--- config.mk ---
export PLATFORM = sky130hd
export DESIGN_NAME = destruct_sequencer
export DESIGN_NICKNAME = d
export VERILOG_FILES = /design/src/rtl/destruct_pkg.sv /design/src/rtl/destruct_sequencer_debounce_ch.sv /design/src/rtl/destruct_sequencer.sv
export SDC_FILE = /design/constraint.sdc
export NUM_CORES = 1
export LEC_CHECK = 0
export ABC_AREA = 1
export BUFFER_PORTS_ARGS = -buffer_cell sky130_fd_sc_hd__buf_2
export CAP_MARGIN = 10
export CORE_ASPECT_RATIO = 1.2
export CORE_MARGIN = 2
export CORE_UTILIZATION = 35
export CTS_BUF_LIST = sky130_fd_sc_hd__clkbuf_8
export DETAILED_ROUTE_END_ITERATION = 10
export SYNTH_ARGS = -nofsm -noshare
export SYNTH_HDL_FRONTEND = slang
export SYNTH_SLANG_ARGS = --single-unit
export TNS_END_PERCENT = 20
--- constraint.sdc ---
create_clock -name clk -period 2 [get_ports clk]
set_input_delay 0.2 -clock clk [delete_from_list [all_inputs] [get_ports clk]]
set_output_delay 0.2 -clock clk [all_outputs]
set_load 0.005 [all_outputs]
--- src/rtl/destruct_pkg.sv ---
// Shared types and constants for the self-destruct sequencer.
// Contents:
//   state_t            FSM state encoding (IDLE=0, COUNT=1, DONE=2)
//   STATE_*            numeric values of the state encoding
//   DEF_*_TICKS        default tick constants for a 10 ms tick
package destruct_pkg;

  localparam logic [1:0] STATE_IDLE  = 2'd0;
  localparam logic [1:0] STATE_COUNT = 2'd1;
  localparam logic [1:0] STATE_DONE  = 2'd2;

  typedef enum logic [1:0] {
    IDLE  = STATE_IDLE,
    COUNT = STATE_COUNT,
    DONE  = STATE_DONE
  } state_t;

  localparam int unsigned DEF_DEB_TICKS   = 3;
  localparam int unsigned DEF_STEP_TICKS  = 100;
  localparam int unsigned DEF_BLINK_TICKS = 33;

endpackage

--- src/rtl/destruct_sequencer_debounce_ch.sv ---
// Single-channel tick-based debouncer.
// Ports:
//   clk    system clock
//   reset  synchronous, active-low reset
//   tick   one-cycle base time strobe; the filter only advances on tick
//   raw    raw switch input
//   db     debounced value, flips after DEB_TICKS consecutive differing ticks
module debounce_ch #(
  parameter int unsigned DEB_TICKS = 3
) (
  input  logic clk,
  input  logic reset,
  input  logic tick,
  input  logic raw,
  output logic db
);

  localparam int unsigned CntW = $clog2(DEB_TICKS + 1);

  logic [CntW-1:0] cnt_q;

  always_ff @(posedge clk) begin
    if (!reset) begin
      db    <= 1'b0;
      cnt_q <= '0;
    end else if (tick) begin
      if (raw != db) begin
        // Flip on the DEB_TICKS-th consecutive differing tick.
        if (cnt_q == CntW'(DEB_TICKS - 1)) begin
          db    <= ~db;
          cnt_q <= '0;
        end else begin
          cnt_q <= cnt_q + 1'b1;
        end
      end else begin
        cnt_q <= '0;
      end
    end
  end

endmodule

--- src/rtl/destruct_sequencer.sv ---
// Robot self-destruct controller: debounces the fault and in-combat switches,
// votes K-of-N for danger and runs a blinking, pausable, abortable LED-bar
// countdown that ends in a sticky detonated state.
// Ports:
//   clk        system clock
//   reset      synchronous, active-low reset
//   tick       one-cycle 10 ms strobe
//   in_combat  raw in-combat switch
//   fault_in   raw fault switches
//   abort      level abort request, sampled every clk
//   leds       registered LED bar
//   armed      high while counting down
//   detonated  high once the countdown completes, until reset
//   state      FSM state (IDLE=0, COUNT=1, DONE=2)
module destruct_sequencer
  import destruct_pkg::*;
#(
  parameter int unsigned N_IN        = 3,
  parameter int unsigned VOTE_K      = 2,
  parameter int unsigned DEB_TICKS   = DEF_DEB_TICKS,
  parameter int unsigned STEP_TICKS  = DEF_STEP_TICKS,
  parameter int unsigned BLINK_TICKS = DEF_BLINK_TICKS,
  parameter int unsigned LED_W       = 8
) (
  input  logic             clk,
  input  logic             reset,
  input  logic             tick,
  input  logic             in_combat,
  input  logic [N_IN-1:0]  fault_in,
  input  logic             abort,
  output logic [LED_W-1:0] leds,
  output logic             armed,
  output logic             detonated,
  output logic [1:0]       state
);

  localparam int unsigned CntW   = $clog2(N_IN + 1);
  localparam int unsigned StepW  = $clog2(STEP_TICKS + 1);
  localparam int unsigned BlinkW = $clog2(BLINK_TICKS + 1);

  // Channel N_IN is in_combat, channels 0..N_IN-1 are the faults.
  logic [N_IN:0]   raw_all;
  logic [N_IN:0]   db_all;
  logic [N_IN-1:0] fault_db;
  logic            combat_db;

  assign raw_all   = {in_combat, fault_in};
  assign fault_db  = db_all[N_IN-1:0];
  assign combat_db = db_all[N_IN];

  for (genvar i = 0; i <= N_IN; i++) begin : g_deb
    debounce_ch #(
      .DEB_TICKS(DEB_TICKS)
    ) u_deb (
      .clk  (clk),
      .reset(reset),
      .tick (tick),
      .raw  (raw_all[i]),
      .db   (db_all[i])
    );
  end

  logic [CntW-1:0] fault_cnt;
  logic            danger;

  always_comb begin
    fault_cnt = '0;
    for (int i = 0; i < N_IN; i++) begin
      fault_cnt = fault_cnt + CntW'(fault_db[i]);
    end
  end

  assign danger = (fault_cnt >= CntW'(VOTE_K));

  state_t              st_q, st_d;
  logic [LED_W-1:0]    bar_q, bar_d;
  logic [StepW-1:0]    step_q, step_d;
  logic [BlinkW-1:0]   blink_q, blink_d;
  logic                vis_q, vis_d;
  logic [LED_W-1:0]    leds_d;

  always_comb begin
    st_d    = st_q;
    bar_d   = bar_q;
    step_d  = step_q;
    blink_d = blink_q;
    vis_d   = vis_q;

    unique case (st_q)
      IDLE: begin
        if (tick && combat_db && danger && !abort) begin
          st_d    = COUNT;
          bar_d   = '1;
          step_d  = '0;
          blink_d = '0;
          vis_d   = 1'b1;
        end
      end
      COUNT: begin
        // Abort acts on any clk and beats a final step on the same tick.
        if (abort || (tick && !combat_db)) begin
          st_d    = IDLE;
          bar_d   = '1;
          step_d  = '0;
          blink_d = '0;
          vis_d   = 1'b1;
        end else if (tick && danger) begin
          if (blink_q == BlinkW'(BLINK_TICKS - 1)) begin
            blink_d = '0;
            vis_d   = ~vis_q;
          end else begin
            blink_d = blink_q + 1'b1;
          end
          if (step_q == StepW'(STEP_TICKS - 1)) begin
            step_d = '0;
            bar_d  = bar_q >> 1;
            if (bar_d == '0) begin
              st_d = DONE;
            end
          end else begin
            step_d = step_q + 1'b1;
          end
        end
        // !danger with combat: pause, everything holds.
      end
      DONE: begin
        st_d = DONE;
      end
      default: begin
        st_d = IDLE;
      end
    endcase
  end

  always_comb begin
    leds_d = '0;
    unique case (st_d)
      IDLE:    leds_d = combat_db ? bar_d : '0;
      COUNT:   leds_d = vis_d ? bar_d : '0;
      DONE:    leds_d = '1;
      default: leds_d = '0;
    endcase
  end

  always_ff @(posedge clk) begin
    if (!reset) begin
      st_q      <= IDLE;
      bar_q     <= '1;
      step_q    <= '0;
      blink_q   <= '0;
      vis_q     <= 1'b1;
      leds      <= '0;
      armed     <= 1'b0;
      detonated <= 1'b0;
    end else begin
      st_q      <= st_d;
      bar_q     <= bar_d;
      step_q    <= step_d;
      blink_q   <= blink_d;
      vis_q     <= vis_d;
      leds      <= leds_d;
      armed     <= (st_d == COUNT);
      detonated <= (st_d == DONE);
    end
  end

  assign state = st_q;

endmodule
==> flow_summary.json, run 1 <==
{
  "start_kind": "flop",
  "crit_fanout": 13,
  "synth-simple-area-share": 0.340,
  "gr-total-overflow": 0,
  "power_mw": 1.84,
  "num_antenna_cells": 0,
  "cts_made_buffers": 5,
  "setup_viol": 0,
  "drt_iter0_drc": 110,
  "ys_seq_elements": 46,
  "yosysSeqAreaShare": 0.404,
  "slew_headroom": 0.627,
  "synth-compound-area-share": 0.102,
  "clock_latency_ps": 310,
  "cp.required_ps": 2200,
  "hold_path_class": "in2reg",
  "cts_num_sinks": 46,
  "dpl_worst_slack_ps": 38.3,
  "via_per_inst": 4.71,
  "drt_wl_total_um": 4890,
  "finalHoldViolCount": 0,
  "report.final.slew_viol_count": 0,
  "status": "finished, final reports clean",
  "clockBufferDepth": 2,
  "grt_first_pass_wirelength_um": 8470,
  "antenna_found_initial": 0,
  "vdd_ir_drop_max_v": 0.000416,
  "synth_warnings": 0,
  "num_vias": 2135,
  "fp.dieH_um": 92.4,
  "num_io_pins": 20,
  "crit_type": "reg2reg",
  "rsz0062_at_grt": "true",
  "gr-usage-all-layers": 0.144,
  "dr.pass1.iters": 4,
  "gp_congestion": 0.779,
  "setup_ws_ps": 96.5,
  "io_buffers": 19,
  "ant_nets": 0,
  "worst-r2r-setup-slack_ps": 100,
  "finish.instance_area_um2": 2750,
  "fin_setup_tns_ps": 0,
  "cap_viol_max_count": 0,
  "htreeDepth": 2,
  "final.min_clock_period_ps": 1900,
  "post-route-period-util": 0.952,
  "dp_cells": 441,
  "synthDistinctLibCells": 34,
  "cp-end-kind": "flop",
  "synth_top_family_by_area": "simple AND/OR/NAND/NOR gates",
  "rows": 32,
  "place_area_um2": 2540,
  "finalClockSkew_ps": 10.4,
  "synthMuxAreaShare": 0,
  "worstMarginPinSlew_ps": 559,
  "area_delta_synth_final_pct": 20.5,
  "die_area_um2": 7180,
  "drc_errors": 0,
  "syn_area_um2": 2280,
  "initial_core_util": 0.358,
  "post-route-util": 0.432,
  "cts_root_buffer": "clkbuf_8",
  "drive_gt1_frac": 0.182,
  "hpwlAfterDp_um": 3600,
  "grt_max_degree": 22,
  "design.core.area_um2": 6370,
  "stdcell_count": 453,
  "max_freq_mhz": 525,
  "arrival_ps": 2100,
  "syn_avg_cell_area_um2": 6.87,
  "cts_tree": "yes",
  "wl_per_cell_um": 10.8,
  "synthXorXnorAreaFrac": 0.0269,
  "syn_inst": 332,
  "grt_pass1_vias": 1947,
  "yosys.area_share.adder": 0.0220,
  "nets": 379,
  "power_density_nw_per_um2": 669,
  "die_x_um": 77.7,
  "clk_pin_slew_ps": 80,
  "syn-num-nets": 344,
  "timing.hold.ws_ps": 198,
  "cellLeakagePower_nw": 1.23
}
==> worst max-delay path, cell delays in order, from the launching register on <==
cell and delay [ps]:
dfxtp_2 340, ha_1 280, nand2_2 80, a21oi_4 290, nand2_2 120, nand2_4 100
o21ai_4 120, or2_4 280, xor2_1 140, nor2_1 50
==> layout by cell type (no fill, tap or decap), types with 4 or more instances in the layout <==
master    synthesis  final
a21oi_1          17     17
buf_2             1     19
buf_4             3     16
clkbuf_8          0      5
dfxtp_1          46     44
ha_1              4      4
inv_1            49     47
inv_2             2      4
nand2_1          63     61
nand3_1          36     36
nand4_1           7      7
nor2_1           44     44
nor3_1           10      8
o21ai_0          14     13
xor2_1            7      7
==> state kept, by name (all words and copies together) (netlist names) <==
name / count
bar_q: 8
blink_q: 6
detonated: 1
vis_q: 1
g_deb.u_deb.cnt_q: 8
armed: 1
g_deb.u_deb.db: 4
step_q: 7
leds: 8
state: 2
==> cell type report <==
| type | instances | area (µm²) |
|---|---|---|
| clock buffers | 5 | 68.8 |
| clock inverters | 3 | 68.8 |
| fillers | 668 | 3620 |
| inverters | 52 | 198 |
| multi-input cells | 226 | 1160 |
| flip-flops and latches | 46 | 923 |
| well taps | 85 | 106 |
| repair buffers | 36 | 226 |
==> power by group <==
part	switching, mW	total (mW)	internal, mW
combinational	0.0499	0.0790	0.0291
sequential	0.00865	0.935	0.927
clock	0.324	0.825	0.500
total	0.383	1.84	1.46
==> cell usage after synthesis (all sizes together) <==
| cell type | instances | area share |
|---|---|---|
| o211ai | 1 | 0.0033 |
| buf | 5 | 0.014 |
| a31oi | 2 | 0.0055 |
| nand4 | 7 | 0.019 |
| nand2 | 65 | 0.11 |
| nand3b | 1 | 0.0033 |
| a211oi | 1 | 0.0033 |
| ha | 4 | 0.022 |
| xor2 | 7 | 0.027 |
| inv | 52 | 0.087 |
| nor4 | 2 | 0.0055 |
| dfxtp | 46 | 0.40 |
| nor3 | 10 | 0.022 |
| nor2 | 46 | 0.078 |
| and2 | 1 | 0.0027 |
| a21oi | 18 | 0.044 |
| nand3 | 36 | 0.079 |
| clkbuf | 3 | 0.0049 |
| o21ai | 18 | 0.043 |
| o22ai | 1 | 0.0027 |
| nor3b | 2 | 0.0066 |
| or2 | 4 | 0.012 |
==> cells by family after synthesis <==
family | after synthesis
buffers and inverters | 60
AND/OR/NAND/NOR | 174
flip-flops | 46
AO/OA/AOI/OAI | 41
adder cells (fa/ha/maj) | 4
XOR/XNOR | 7
==> routing by layer <==
layer / global-route usage / up-vias / wire [µm]
li1: - / 1131 / -
met1: 0.178 / 973 / 2360
met2: 0.249 / 26 / 2330
met3: 0.0292 / 5 / 130
met4: 0.0491 / 0 / 65
met5: 0 / - / 0
==> path summary, 6_finish.rpt <==
kind                                                      from                        endpoint  cells after the start
worst max-delay path            g_deb[2].u_deb.db$_SDFFE_PN0P_          step_q[3]$_SDFFE_PN0P_                      9
worst min register to register  g_deb[2].u_deb.db$_SDFFE_PN0P_  g_deb[2].u_deb.db$_SDFFE_PN0P_                      2
worst max register to register  g_deb[2].u_deb.db$_SDFFE_PN0P_          step_q[3]$_SDFFE_PN0P_                      9
worst min-delay path                               fault_in[1]  g_deb[1].u_deb.db$_SDFFE_PN0P_                      3
==> what timing repair did <==
action                                  4_1_cts  5_1_grt
buffers inserted                              0        4
endpoints found under the setup margin        0       16
gates resized for setup                       0       14
hold buffers                                  0        0
Note: power is estimated with default switching activity, not from simulation.
==> run 2: changes to the inputs <==
--- a/config.mk
+++ b/config.mk
@@ -5,7 +5,6 @@
 export SDC_FILE = /design/constraint.sdc
 export NUM_CORES = 1
 export LEC_CHECK = 0
-export ABC_AREA = 1
 export BUFFER_PORTS_ARGS = -buffer_cell sky130_fd_sc_hd__buf_2
 export CAP_MARGIN = 10
 export CORE_ASPECT_RATIO = 1.2
==> flow_summary.json, run 2 <==
{
  "start_kind": "flop",
  "rsz0062_at_grt": "true",
  "synth_common_cells": "dfxtp_1 (46), nor2_1 (27), nand2_1 (20)",
  "vdd_ir_drop_max_v": 0.000390,
  "cp-end-kind": "flop",
  "power_mw": 1.70,
  "ys_seq_elements": 46,
  "num_antenna_cells": 0,
  "cts_root_buffer": "clkbuf_8",
  "worstMarginPinSlew_ps": 406,
  "io_buffers": 19,
  "synthFlopType": "dfxtp_1",
  "final_cell_mix": "dfxtp_1 (46), buf_4 (31), nor2_1 (27)",
  "slew_headroom": 0.728,
  "antenna_found_initial": 0,
  "yosysSeqAreaShare": 0.435,
  "crit_fanout": 8,
  "syn_area_um2": 2120,
  "fillCellCount": 566,
  "timing.hold.ws_ps": 158,
  "power_density_nw_per_um2": 632,
  "synth-edff-count": 0,
  "synth-simple-area-share": 0.208,
  "syn-num-nets": 240,
  "post-route-period-util": 1.06,
  "max_freq_mhz": 472,
  "route.met2.wl_um": 2270,
  "holdPathEnd": "g_deb[1].u_deb.db$_SDFFE_PN0P_",
  "setup_viol": 8,
  "cts_num_sinks": 46,
  "setup_ws_ps": -118,
  "drive_gt1_frac": 0.266,
  "synth_top_area_frac": 0.435,
  "fp.dieH_um": 89.2,
  "rr_worst_depth": 5,
  "worst-r2r-setup-slack_ps": -120,
  "syn_inst": 228,
  "cellLeakagePower_nw": 1.03,
  "yosys.area_share.adder": 0.0237,
  "grt_first_pass_wirelength_um": 7870,
  "stdcell_count": 360,
  "cp_cell_sequence": "or4b_4, or4b_4, and2_4, o211ai_4, a221oi_1",
  "finalClockSkew_ps": 10.5,
  "gr-total-overflow": 0,
  "cts_made_buffers": 5,
  "cts_tree": "yes",
  "status": "finished with violations",
  "r2r_start": "step_q[2]$_SDFFE_PN0P_",
  "finalHoldViolCount": 0,
  "gp_congestion": 0.846,
  "num_vias": 1787,
  "synth.most_common_cell": "dfxtp_1",
  "gr-usage-all-layers": 0.152,
  "ys_async_sr_fraction": 0,
  "post-route-util": 0.452,
  "num_io_pins": 20,
  "syn_avg_cell_area_um2": 9.28,
  "synth_top_family_by_area": "simple AND/OR/NAND/NOR gates",
  "die_x_um": 75.0,
  "report.final.slew_viol_count": 0,
  "ant_nets": 0,
  "synth_top_cell_by_area": "dfxtp_1",
  "hold_path_class": "in2reg",
  "drt_iter0_drc": 115,
  "grt_max_degree": 20,
  "fin_setup_tns_ps": -855,
  "dpl_worst_slack_ps": -126,
  "synth.area.top_cells": "dfxtp_1 (44%), xnor2_1 (5.8%), nor2_1 (4.8%)",
  "final.min_clock_period_ps": 2120,
  "dr.pass1.iters": 4,
  "grt_pass1_vias": 1702,
  "r2r_end": "leds[2]$_SDFF_PN0_",
  "crit_slowest_cell": "or4b_4",
  "nets": 289,
  "initial_core_util": 0.357,
  "dp_cells": 352,
  "clockBufferDepth": 2,
  "synth-compound-area-share": 0.198,
  "arrival_ps": 2300,
  "violations": "negative setup slack",
  "crit_type": "reg2reg",
  "wl_met3_um": 146,
  "final_common_cell": "dfxtp_1",
  "cp.required_ps": 2180,
  "htreeDepth": 2,
  "cpPeakStageDelay_ps": 540,
  "clk_pin_slew_ps": 90,
  "synthMuxAreaShare": 0.0331,
  "die_area_um2": 6690,
  "hpwlAfterDp_um": 3320,
  "drt_wl_total_um": 4620,
  "wl_per_cell_um": 12.8,
  "drc_errors": 0,
  "synthXorXnorAreaFrac": 0.0621,
  "area_delta_synth_final_pct": 26.7,
  "crit_top_cell": "or4b_4",
  "highest-signal-layer": "met4",
  "synth_warnings": 0,
  "worstHoldStart": "fault_in[1]",
  "via_per_inst": 4.96,
  "reg_top3": "bar_q (8), g_deb.u_deb.cnt_q (8), leds (8)",
  "rows": 31,
  "finish.instance_area_um2": 2680,
  "clock_latency_ps": 300,
  "place_area_um2": 2510,
  "design.core.area_um2": 5930,
  "synthDistinctLibCells": 47,
  "m1WireLength_um": 2150,
  "cap_viol_max_count": 0,
  "holdPathStages": 3
}
==> run 2: changes by cell type after synthesis, moves of 7 or more <==
cell	before	now
nand2_1	63	20
inv_1	49	9
nand3_1	36	6
nor2_1	44	27
xnor2_1	0	14
o21ai_0	14	3
mux2i_1	0	7
nand4_1	7	0
==> run 2: area by class of cell <==
class,count,area [µm²],share of cell area
clock buffers,5,68.8,0.0257
multi-input cells,164,1180,0.440
inverters,10,37.5,0.0140
well taps,82,103,0.0383
clock inverters,3,43.8,0.0163
flip-flops and latches,46,921,0.344
repair buffers,50,328,0.122
==> run 2: logic make-up after synthesis <==
logic type | Yosys count
simple gates | 84
buf+inv | 18
flops | 46
xor+xnor | 15
compound gates | 54
mux | 7
fa+ha+maj | 4
==> run 2: critical path, delay by kind of cell (launching register included) <==
kind | cells | cell delay [ps]
AND/OR/NAND/NOR | 3 | 1280
flip-flops | 1 | 320
AO/OA/AOI/OAI | 2 | 400
==> run 2: where the power goes <==
part	internal [mW]	switching [mW]	total (mW)
Combinational	0.0274	0.0394	0.0668
Sequential	0.923	0.00687	0.930
Clock	0.375	0.324	0.699
==> run 2: worst max path at each step <==
stage | startpoint | end | slack (ps) | cells past startpoint
6_report | step_q[2]$_SDFFE_PN0P_ | leds[2]$_SDFF_PN0_ | -120 | 5
5_1_grt | step_q[2]$_SDFFE_PN0P_ | leds[0]$_SDFF_PN0_ | -210 | 5
4_1_cts | step_q[2]$_SDFFE_PN0P_ | leds[2]$_SDFF_PN0_ | -130 | 5
3_5_place_dp | step_q[2]$_SDFFE_PN0P_ | leds[2]$_SDFF_PN0_ | -130 | 5
3_3_place_gp | step_q[2]$_SDFFE_PN0P_ | leds[0]$_SDFF_PN0_ | -120 | 5
2_1_floorplan | step_q[2]$_SDFFE_PN0P_ | leds[0]$_SDFF_PN0_ | -20 | 5
==> run 2: what timing repair did <==
item | CTS | global route
setup buffers | 0 | 0
gates resized for setup | 7 | 6
hold buffers | 0 | 0
endpoints found under the setup margin | 20 | 26
pin swaps | 7 | 1
==> run 2: routing by layer <==
layer,vias up,global-route usage
met5,-,0
met1,837,0.191
li1,917,-
met2,27,0.254
met3,6,0.0395
met4,0,0.0455
==> run 3: changes to the inputs <==
--- a/config.mk
+++ b/config.mk
@@ -12,6 +12,7 @@
 export CORE_UTILIZATION = 35
 export CTS_BUF_LIST = sky130_fd_sc_hd__clkbuf_8
 export DETAILED_ROUTE_END_ITERATION = 10
+export RECOVER_POWER = 25
 export SYNTH_ARGS = -nofsm -noshare
 export SYNTH_HDL_FRONTEND = slang
 export SYNTH_SLANG_ARGS = --single-unit
==> constraint.sdc (replaced) <==
create_clock -name clk -period 2.35 [get_ports clk]
set_input_delay 0.235 -clock clk [delete_from_list [all_inputs] [get_ports clk]]
set_output_delay 0.235 -clock clk [all_outputs]
set_load 0.005 [all_outputs]
==> flow_summary.json, run 3 (synthesis gave the netlist of run 2 again) <==
{
  "status": "finished, final reports clean",
  "die_x_um": 75.0,
  "htreeDepth": 2,
  "cts_made_buffers": 5,
  "arrival_ps": 2420,
  "final_common_cell": "dfxtp_1",
  "setup_ws_ps": 131,
  "max_freq_mhz": 451,
  "r2r_start": "step_q[2]$_SDFFE_PN0P_",
  "num_antenna_cells": 0,
  "crit_type": "reg2reg",
  "gr-usage-all-layers": 0.131,
  "final.min_clock_period_ps": 2220,
  "post-route-period-util": 0.944,
  "gp_congestion": 0.795,
  "post_cts_resize_count": 0,
  "finalClockSkew_ps": 6.90,
  "drt_wl_total_um": 4130,
  "hpwlAfterDp_um": 3080,
  "report.final.slew_viol_count": 0,
  "cts_root_buffer": "clkbuf_8",
  "cts_tree": "yes",
  "final_cell_mix": "dfxtp_1 (46), nor2_1 (27), nand2_1 (20)",
  "holdBufCountCts": 0,
  "antenna_found_initial": 0,
  "nets": 264,
  "hold_path_class": "in2reg",
  "slew_headroom": 0.601,
  "post-route-util": 0.404,
  "area_delta_synth_final_pct": 13.4,
  "drt_iter0_drc": 64,
  "grt_first_pass_wirelength_um": 6820,
  "clk_pin_slew_ps": 90,
  "power_mw": 1.35,
  "fin_setup_tns_ps": 0,
  "ant_nets": 0,
  "initial_core_util": 0.357,
  "grt_pass1_vias": 1553,
  "worstHoldStart": "fault_in[1]",
  "vdd_ir_drop_max_v": 0.000181,
  "cap_viol_max_count": 0,
  "start_kind": "flop",
  "crit_fanout": 8,
  "dpl_worst_slack_ps": 163,
  "design.core.area_um2": 5930,
  "dr.pass1.iters": 4,
  "die_area_um2": 6690,
  "cp-end-kind": "flop",
  "cts_num_sinks": 46,
  "grt_max_degree": 18,
  "num_vias": 1688,
  "cp-startpoint": "step_q[2]$_SDFFE_PN0P_",
  "cts_setup_buffers": 0,
  "power_density_nw_per_um2": 563,
  "cp.required_ps": 2550,
  "io_buffers": 19,
  "wl_per_cell_um": 12.3,
  "num_io_pins": 20,
  "clockBufferDepth": 2,
  "gr-total-overflow": 0,
  "clock_latency_ps": 300,
  "drc_errors": 0,
  "via_per_inst": 5.04,
  "finalHoldViolCount": 0,
  "reg_top3": "bar_q (8), g_deb.u_deb.cnt_q (8), leds (8)",
  "cellLeakagePower_nw": 0.856,
  "fp.dieH_um": 89.2,
  "drive_gt1_frac": 0.142,
  "worstMarginPinSlew_ps": 599,
  "rsz0062_at_grt": "false",
  "rows": 31,
  "setup_viol": 0
}
run 3: cell count changes in the layout (fill, tap and decap cells not counted), moves of 4 or more:
cell	change
buf_4	-26
clkbuf_1	+9
buf_2	-8
a2111oi_0	+5
a2111oi_2	-4
run 3: area by class of cell:
| class | count | area (µm²) |
|---|---|---|
| Clock buffer | 6 | 82.6 |
| Clock inverter | 2 | 12.5 |
| Fill cell | 638 | 3530 |
| Inverter | 10 | 37.5 |
| Multi-Input combinational cell | 164 | 1120 |
| Sequential cell | 46 | 921 |
| Tap cell | 82 | 103 |
| Timing Repair Buffer | 25 | 126 |
run 3: worst paths after layout:
check / to / slack [ps] / cells past startpoint
max: leds[2]$_SDFF_PN0_ / 130 / 5
min: g_deb[1].u_deb.db$_SDFFE_PN0P_ / 200 / 3
max reg2reg: leds[2]$_SDFF_PN0_ / 130 / 5
min reg2reg: step_q[1]$_SDFFE_PN0P_ / 490 / 2
run 3: stage by stage:
| step | hold WS, ps | cells | cell area [µm²] |
|---|---|---|---|
| 4_1_cts | 191 | 335 | 2410 |
| 5_1_grt | 218 | 335 | 2400 |
| 3_5_place_dp | 479 | 327 | 2310 |
| 6_report | 196 | 335 | 2400 |
| 3_3_place_gp | 476 | 327 | 2310 |
| 2_1_floorplan | 379 | 228 | 2120 |
run 3: routing by layer:
layer,vias to the layer above,part of all wire,GRT usage
met2,20,0.51,0.238
met1,790,0.45,0.149
li1,873,-,-
met3,5,0.025,0.0203
met4,0,0.018,0.0536
met5,-,0,0
run 3: where the power goes:
part	switching [mW]	internal [mW]
clock	0.270	0.237
sequential	0.00558	0.785
combinational	0.0317	0.0215
run 3: worst max-delay path, cell delays in order, from the launching register on:
cell	delay, ps
dfxtp_1	340
or4b_4	550
or4_4	590
o22ai_4	190
a31oi_2	120
a221oi_1	320
